--- src/rtl/rf_access_scheduler.sv ---
`default_nettype none
// ============================================================================
// Module   : rf_access_scheduler
// Purpose  : Per-cycle port scheduler for the banked register block. Merges
//            one operand-read requester and two writeback requesters (wb0,
//            wb1) onto two read ports and one write port that share a single
//            warp selector. Returns registered operand data with same-cycle
//            write bypass.
// Ports    : clk, rst            - clock, synchronous active-high reset
//            rd_*_i / rd_ready_o - operand-read request and grant
//            wbN_*_i / wbN_ready_o - writeback requests (N=0,1) and grants
//            rf_*_o / rf_rdata_*_i - register block drive and read data
//            rsp_valid_o, rsp_data0_o, rsp_data1_o - operand response
// Revision : 1.0 - initial release
// ============================================================================
module rf_access_scheduler #(
  parameter  int unsigned NUM_LANES    = 8,
  parameter  int unsigned NUM_WARPS    = 8,
  parameter  int unsigned NUM_REGS     = 32,
  parameter  int unsigned DATA_WIDTH   = 32,
  parameter  int unsigned STARVE_LIMIT = 4,
  localparam int unsigned WW           = $clog2(NUM_WARPS),
  localparam int unsigned AW           = $clog2(NUM_REGS),
  localparam int unsigned DW           = NUM_LANES * DATA_WIDTH
) (
  input  logic                 clk,
  input  logic                 rst,
  // operand read requester
  input  logic                 rd_valid_i,
  output logic                 rd_ready_o,
  input  logic [WW-1:0]        rd_warp_i,
  input  logic [AW-1:0]        rd_addr0_i,
  input  logic [AW-1:0]        rd_addr1_i,
  input  logic [NUM_LANES-1:0] rd_mask_i,
  // writeback requester 0
  input  logic                 wb0_valid_i,
  output logic                 wb0_ready_o,
  input  logic [WW-1:0]        wb0_warp_i,
  input  logic [AW-1:0]        wb0_addr_i,
  input  logic [NUM_LANES-1:0] wb0_mask_i,
  input  logic [DW-1:0]        wb0_data_i,
  // writeback requester 1
  input  logic                 wb1_valid_i,
  output logic                 wb1_ready_o,
  input  logic [WW-1:0]        wb1_warp_i,
  input  logic [AW-1:0]        wb1_addr_i,
  input  logic [NUM_LANES-1:0] wb1_mask_i,
  input  logic [DW-1:0]        wb1_data_i,
  // register block
  output logic [WW-1:0]        rf_warp_selector_o,
  output logic [NUM_LANES-1:0] rf_read_en_0_o,
  output logic [NUM_LANES-1:0] rf_read_en_1_o,
  output logic [AW-1:0]        rf_raddr_0_o,
  output logic [AW-1:0]        rf_raddr_1_o,
  output logic [NUM_LANES-1:0] rf_write_en_o,
  output logic [AW-1:0]        rf_waddr_o,
  output logic [DW-1:0]        rf_wdata_o,
  input  logic [DW-1:0]        rf_rdata_0_i,
  input  logic [DW-1:0]        rf_rdata_1_i,
  // operand response
  output logic                 rsp_valid_o,
  output logic [DW-1:0]        rsp_data0_o,
  output logic [DW-1:0]        rsp_data1_o
);

  // Counter wide enough to hold STARVE_LIMIT (at least one bit).
  localparam int unsigned SW = $clog2(STARVE_LIMIT + 2);
  localparam logic [SW-1:0] c_starve_max = SW'(STARVE_LIMIT);

  // --------------------------------------------------------------------------
  // State
  // --------------------------------------------------------------------------
  logic          rr_q, rr_d;               // preferred writeback source
  logic [SW-1:0] starve_q, starve_d;       // consecutive write-blocked reads
  logic [WW-1:0] sel_q;                    // last driven warp selector
  logic          rsp_valid_q;
  logic [DW-1:0] rsp_data0_q, rsp_data0_d;
  logic [DW-1:0] rsp_data1_q, rsp_data1_d;

  // --------------------------------------------------------------------------
  // Write candidate (round-robin between wb0 and wb1)
  // --------------------------------------------------------------------------
  logic                 w_wr_req;
  logic                 w_wsel;            // 0 = wb0, 1 = wb1
  logic [WW-1:0]        w_wwarp;
  logic [AW-1:0]        w_waddr;
  logic [NUM_LANES-1:0] w_wmask;
  logic [DW-1:0]        w_wdata;

  assign w_wr_req = wb0_valid_i | wb1_valid_i;
  // With a single requester the pointer is ignored.
  assign w_wsel   = (wb0_valid_i & wb1_valid_i) ? rr_q : wb1_valid_i;
  assign w_wwarp  = w_wsel ? wb1_warp_i : wb0_warp_i;
  assign w_waddr  = w_wsel ? wb1_addr_i : wb0_addr_i;
  assign w_wmask  = w_wsel ? wb1_mask_i : wb0_mask_i;
  assign w_wdata  = w_wsel ? wb1_data_i : wb0_data_i;

  // --------------------------------------------------------------------------
  // Grant decision
  // --------------------------------------------------------------------------
  logic w_rd_gnt;
  logic w_wr_gnt;

  always_comb begin
    w_rd_gnt = 1'b0;
    w_wr_gnt = 1'b0;
    if (!rst) begin
      if (rd_valid_i && w_wr_req) begin
        // The shared warp selector only allows pairing on the same warp.
        if (rd_warp_i == w_wwarp) begin
          w_rd_gnt = 1'b1;
          w_wr_gnt = 1'b1;
        end else if (starve_q >= c_starve_max) begin
          w_rd_gnt = 1'b1;
        end else begin
          w_wr_gnt = 1'b1;
        end
      end else begin
        w_rd_gnt = rd_valid_i;
        w_wr_gnt = w_wr_req;
      end
    end
  end

  assign rd_ready_o  = w_rd_gnt;
  assign wb0_ready_o = w_wr_gnt & ~w_wsel;
  assign wb1_ready_o = w_wr_gnt &  w_wsel;

  // --------------------------------------------------------------------------
  // Register block drive
  // --------------------------------------------------------------------------
  assign rf_warp_selector_o = w_rd_gnt ? rd_warp_i :
                              w_wr_gnt ? w_wwarp   : sel_q;
  assign rf_read_en_0_o     = w_rd_gnt ? rd_mask_i : '0;
  assign rf_read_en_1_o     = w_rd_gnt ? rd_mask_i : '0;
  assign rf_raddr_0_o       = rd_addr0_i;
  assign rf_raddr_1_o       = rd_addr1_i;
  assign rf_write_en_o      = w_wr_gnt ? w_wmask   : '0;
  assign rf_waddr_o         = w_waddr;
  assign rf_wdata_o         = w_wdata;

  // --------------------------------------------------------------------------
  // Response lanes: masked-off lanes return 0; a lane being written in the
  // same cycle to the same register returns the new data.
  // --------------------------------------------------------------------------
  logic [DW-1:0] w_rsp0;
  logic [DW-1:0] w_rsp1;
  logic          w_pair;

  // Pairing implies the same warp, so only address and lane must match.
  assign w_pair = w_rd_gnt & w_wr_gnt;

  for (genvar i = 0; i < NUM_LANES; i++) begin : g_lane
    logic w_byp0;
    logic w_byp1;
    assign w_byp0 = w_pair & (rd_addr0_i == w_waddr) & rd_mask_i[i] & w_wmask[i];
    assign w_byp1 = w_pair & (rd_addr1_i == w_waddr) & rd_mask_i[i] & w_wmask[i];
    assign w_rsp0[i*DATA_WIDTH +: DATA_WIDTH] =
      !rd_mask_i[i] ? '0 :
      w_byp0        ? w_wdata[i*DATA_WIDTH +: DATA_WIDTH] :
                      rf_rdata_0_i[i*DATA_WIDTH +: DATA_WIDTH];
    assign w_rsp1[i*DATA_WIDTH +: DATA_WIDTH] =
      !rd_mask_i[i] ? '0 :
      w_byp1        ? w_wdata[i*DATA_WIDTH +: DATA_WIDTH] :
                      rf_rdata_1_i[i*DATA_WIDTH +: DATA_WIDTH];
  end

  // --------------------------------------------------------------------------
  // Next state
  // --------------------------------------------------------------------------
  always_comb begin
    rr_d        = rr_q;
    starve_d    = starve_q;
    rsp_data0_d = rsp_data0_q;
    rsp_data1_d = rsp_data1_q;

    if (w_wr_gnt) begin
      rr_d = ~w_wsel;
    end

    if (!rd_valid_i || w_rd_gnt) begin
      starve_d = '0;
    end else if (starve_q != c_starve_max) begin
      starve_d = starve_q + 1'b1;
    end

    if (w_rd_gnt) begin
      rsp_data0_d = w_rsp0;
      rsp_data1_d = w_rsp1;
    end
  end

  always_ff @(posedge clk) begin
    if (rst) begin
      rr_q        <= 1'b0;
      starve_q    <= '0;
      sel_q       <= '0;
      rsp_valid_q <= 1'b0;
      rsp_data0_q <= '0;
      rsp_data1_q <= '0;
    end else begin
      rr_q        <= rr_d;
      starve_q    <= starve_d;
      sel_q       <= rf_warp_selector_o;
      rsp_valid_q <= w_rd_gnt;
      rsp_data0_q <= rsp_data0_d;
      rsp_data1_q <= rsp_data1_d;
    end
  end

  // An in-flight response is dropped if reset arrives in its cycle.
  assign rsp_valid_o = rsp_valid_q & ~rst;
  assign rsp_data0_o = rsp_data0_q;
  assign rsp_data1_o = rsp_data1_q;

endmodule
`default_nettype wire

--- config.mk ---
export PLATFORM = sky130hd
export DESIGN_NAME = rf_access_scheduler
export DESIGN_NICKNAME = d
export VERILOG_FILES = /design/src/rtl/rf_access_scheduler.sv
export SDC_FILE = /design/constraint.sdc
export NUM_CORES = 2
export LEC_CHECK = 0
export BUFFER_PORTS_ARGS = -buffer_cell sky130_fd_sc_hd__buf_2
export CAP_MARGIN = 40
export CORE_AREA = 3 3 733 735
export DETAILED_ROUTE_END_ITERATION = 12
export DIE_AREA = 0 0 736 738
export GPL_ROUTABILITY_DRIVEN = 0
export SETUP_SLACK_MARGIN = 0.4
export SLEW_MARGIN = 40
export SYNTH_ARGS = -nofsm -noshare
export SYNTH_HDL_FRONTEND = slang
export SYNTH_SLANG_ARGS = --single-unit
--- constraint.sdc ---
create_clock -name clk -period 4.91 [get_ports clk]
set_input_delay 1.2275 -clock clk [delete_from_list [all_inputs] [get_ports clk]]
set_output_delay 1.2275 -clock clk [all_outputs]
set_load 0.01 [all_outputs]
# Word level (Yosys, flattened, before mapping)
# Cells that the tools add are included.
# classes
reduce_logical	4
add_sub_neg	1
n_eq_ne	4
bitwise	42
muxes	49
order_cmp	1
# ops
op	count
$mux 32	32
$mux 256	1
$and 1x1->1	39
$mux 8	3
$eq 5x5->1	2
$mux 1	9
$mux 3	3
$mux 5	1
$add 3x1->3 const B	1
$eq 3x3->1	1
$ge 3x3->1 const B	1
$ne 3x3->1 const B	1
$not 1->1	2
$reduce_or 2->1	1
$logic_and 1x1->1	1
$logic_not 1->1	1
$logic_or 1x1->1	1
$or 1x1->1	1
# word_totals
in_bits	1082
regBits	520
elab_cells	107
out_inout_bits	814

# Depth between registers and ports, before layout
# depth
depth_word	13
depth_mapped	12

# Least setup slack after synthesis
# Ideal clock, no wire load.
# synth_timing
kind	input to output
startpoint	input wb0_valid_i
endpoint	output rf_read_en_1_o[2]
path_slack_ns	0.520
required_time_ns	3.683
n_path_buf	5
path_stages	10
t_arrival_ns	3.162
cell_sequence	nor2b_1 > buf_6 > a211oi_1 > or2_1 > o31a_1 > buf_6 > nor3b_2 > buf_2 > buf_2 > buf_4
# synth_via
elab_chain_cells	8
elab_cells_between_ends	10
cone_classes	eq/ne: 1; mux: 6; bitwise: 2; reduce/logical: 1
# synth_lines
element	line_no	rtl
start, declared	36	input logic wb0_valid_i,
$and 1x1->1	92	assign w_wsel = (wb0_valid_i & wb1_valid_i) ? rr_q : wb1_valid_i;
$mux 1	92	
$mux 3	93	assign w_wwarp = w_wsel ? wb1_warp_i : wb0_warp_i;
$eq 3x3->1	110	if (rd_warp_i == w_wwarp) begin
$mux 1	110	
$mux 1 *	108	if (rd_valid_i && w_wr_req) begin
$mux 1 *	107	if (!rst) begin
$mux 8 *	n/a	
end, declared	52	output logic [NUM_LANES-1:0] rf_read_en_1_o,
# Every way passes the cells marked *; elsewhere a longest branch is shown, timed or not.

# Final worst setup path
# layout_timing
startpoint	input wb1_warp_i[1]
endpoint	output rf_read_en_1_o[3]
# layout_via
elab_chain_cells	6
# layout_lines
element	line_no	rtl
start, declared	45	input logic [WW-1:0] wb1_warp_i,
$mux 3	93	
$eq 3x3->1	110	
$mux 1	110	
$mux 1	108	
$mux 1	107	
$mux 8	135	assign rf_read_en_1_o = w_rd_gnt ? rd_mask_i : '0;
# No other way between the ends.

==> reports/metrics.csv <==
stage,metric,value,unit
status,status,completed,
setup_path,worstPathRequired,3680,ps
die,ioPinCount,1896,
sta,drv_slew,0,
routing,drt_iter0_markers,3910,
cts,cts_hold_buffers,0,
global_routing,grt_antenna_before_repair,357,
synthesis,synth_enable_flop_cells,0,
synthesis,syn_area,26500,um2
final_layout,nNetsFinal,5937,
power_and_ir_drop,seqPwrFrac,32.0,%
final_layout,drive_above_1_share,51.7,%
setup_path,critical_path_arrival,3320,ps
sta,rsz0062_at_grt,no,
power_and_ir_drop,peakVddDrop,0.233,mV
global_routing,grt_use_total,15.0,%
routing,vias,36396,
cts,htreeDepth,3,
routing,ant_nets,0,
setup_path,cp_top_family,simple AND/OR/NAND/NOR gates,
hold_path,hold_class,register to register,
routing,drc,0,
global_routing,grt_pass1_wl,497,mm
final_layout,layout_common_cells,"buf_2 (1879), o211ai_1 (744), nand2_1 (717)",
die,fp.dieH,738,um
setup_path,cpMostUsedCell,buf_2,
die,die_area,543000,um2
synthesis,synth_nets,4101,
cts,numCtsBuffers,77,
sta,fmax,0.220,GHz
synthesis,yosysUniqueCellTypes,45,
power_and_ir_drop,p_switching,5050,uW
cts,clk_latency,800,ps
setup_path,endpoint_kind,primary output,
global_routing,grt_pass1_vias,33411,
power_and_ir_drop,power_frac_comb,25.1,%
die,core_area,532000,um2
routing,first_pass_iters,5,
final_layout,final_common_cell,buf_2,
cts,path_clk_slew,50,ps
synthesis,seq_area_frac_synth,39.3,%
sta,fin_crit_sh,92.6,%
power_and_ir_drop,powerDensity,287,nW/um2
sta,slew_headroom,36.5,%
setup_path,crit_buf_inv,4,
setup_path,cpMaxStageDelayCell,o31a_1,
sta,timing_worst_slew_pin_value,950,ps
global_routing,grt_start_max_net_pins,97,
cts,cts_tree,built,
routing,wl_per_cell,35.4,um
setup_path,critPathMaxStageDelay,410,ps
sta,hold_viol,0,
routing,viasPerCell,3.00,
sta,finalClockSkew,51.6,ps
power_and_ir_drop,p_leak,0.0183,uW
setup_path,worstPathCellList,"buf_2, nand2b_1, a211oi_2, or2_1, o31a_1, buf_12, nor3b_4, buf_6, buf_2",
cts,root_buffer,clkbuf_16,
synthesis,synthCells,3017,
power_and_ir_drop,sw_frac_of_total,36.0,%
setup_path,path_max_fanout,6,
setup_path,startpoint_type,input port,
die,die-width,736,um
power_and_ir_drop,p_clk_share,42.9,%
cts,clkSinkCount,520,
place,port_buffers,1895,
run,cap_violations,0,
sta,finalSetupViolCount,0,
synthesis,synth-async-reset-ratio,0,%
setup_path,crit_type,input port to primary output,
synthesis,yosys_warnings,0,
synthesis,synth_seq_cells,520,
synthesis,synth_ff_type,dfxtp_1,
final_layout,syn_to_final_growth,84.4,%
place,dp_hpwl,387,mm
final_layout,fin_cells,12132,
die,rows,268,
power_and_ir_drop,p_total,14000,uW
place,dp.cells,11781,
die,floorplan.initialDensity,4.99,%
cts,clk_path_buf_depth,4,
power_and_ir_drop,internal_power,8980,uW
sta,finalCriticalPeriod,4550,ps
sta,setup_tns,0,ps
routing,finalWirelength,430,mm
synthesis,syn_avg_cell_area,8.79,um2
global_routing,grt-ovfl-total,0,
-- sequential cells by signal (all words and copies together), names as in the netlist --
register     count
starve_q         3
sel_q            3
rsp_valid_q      1
rr_q             1
rsp_data1_o    256
rsp_data0_o    256
-- what timing repair did --
action                     4_1_cts  5_1_grt
setup endpoints to repair      123       12
buffers inserted                 8        2
resized for setup               18        9
hold endpoints to repair         0        0
pin swaps                        3        4
gates cloned                     2        0
-- Yosys cell counts (all sizes together), types with 3 or more instances --
cell / instances / share of area, %
nand2b: 10 / 0.24
nor3: 6 / 0.19
a21oi: 8 / 0.15
nand2: 720 / 10
buf: 160 / 3.5
mux2: 260 / 11
o211ai: 769 / 22
dfxtp: 520 / 39
and3: 8 / 0.19
o21ai: 137 / 2.6
nand4b: 12 / 0.40
or2: 17 / 0.40
nor2: 18 / 0.26
nor3b: 6 / 0.38
nor2b: 10 / 0.24
mux2i: 134 / 5.1
clkbuf: 173 / 2.5
a21o: 4 / 0.11
inv: 7 / 0.099
a211oi: 4 / 0.11
o31ai: 4 / 0.11
nand3: 11 / 0.21
o21ba: 3 / 0.11
-- worst paths after layout --
kind / startpoint / end / slack, ps / depth (start not counted)
setup / recovery: wb1_warp_i[1] / rf_read_en_1_o[3] / 360 / 9
hold / removal: rsp_data0_o[36] / rsp_data0_o[36] / 450 / 2
setup reg to reg: rr_q / rsp_data1_o[153] / 1110 / 10
hold reg to reg: rsp_data0_o[36] / rsp_data0_o[36] / 450 / 2
-- cells by family (layout without fill, tap and decap cells) --
family                   after synthesis  after routing  share of synthesized area (%)
buffers and inverters                340           2231                           6.03
XOR/XNOR                               1              1                         0.0330
adder cells (fa/ha/maj)                2              2                         0.0943
flip-flops                           520            520                           39.3
AO/OA/AOI/OAI                        938            938                           25.7
multiplexers                         394            394                           16.1
other                                  0            204                              0
AND/OR/NAND/NOR                      822            822                           12.8
-- power groups by stage --
| stage | logic, uW | clock network [uW] | registers, uW |
|---|---|---|---|
| CTS | 3610 | 6270 | 4490 |
| detailed placement | 3570 | 0 | 4580 |
| global placement | 3570 | 0 | 4570 |
| global route | 3710 | 6320 | 4510 |
| floorplan | 896 | 0 | 4650 |
| finish | 3520 | 6010 | 4490 |
-- worst register-to-register path, cell delays in order (launching register included) --
cell,delay [ps]
dfxtp_4,430
nor2b_4,90
buf_4,160
o21ai_0,570
a21o_1,210
nand4b_1,130
or2_4,390
buf_4,330
buf_4,430
o211ai_1,640
o211ai_1,200
-- metal layers --
| metal | vias to the layer above | global-route usage [%] | routed length (um) |
|---|---|---|---|
| li1 | 15032 | - | - |
| met1 | 17170 | 16.6 | 161000 |
| met2 | 2952 | 21.8 | 174000 |
| met3 | 1090 | 8.27 | 57100 |
| met4 | 152 | 10.4 | 36700 |
| met5 | - | 0 | 1060 |
-- metrics by stage --
stage               util (%)  hold WS (ps)  instance area [um2]  setup WS (ps)
detailed placement      8.57           437                45600            154
global placement        8.57           430                45600            170
global route            9.16           467                48700            335
CTS                     9.09           451                48300            398
finish                  9.20           449                48900            363
floorplan                  -           467                26500            520
-- layout make-up --
class / instances / area (um2)
fillers: 62256 / 483000
multi-input cells: 2157 / 14700
repair buffers: 2090 / 11900
flip-flops and latches: 520 / 10400
well taps: 7020 / 8780
clock buffers: 105 / 2160
diodes: 204 / 510
clock inverters: 29 / 394
inverters: 7 / 26.3
Power figures use the tool's default switching activity.
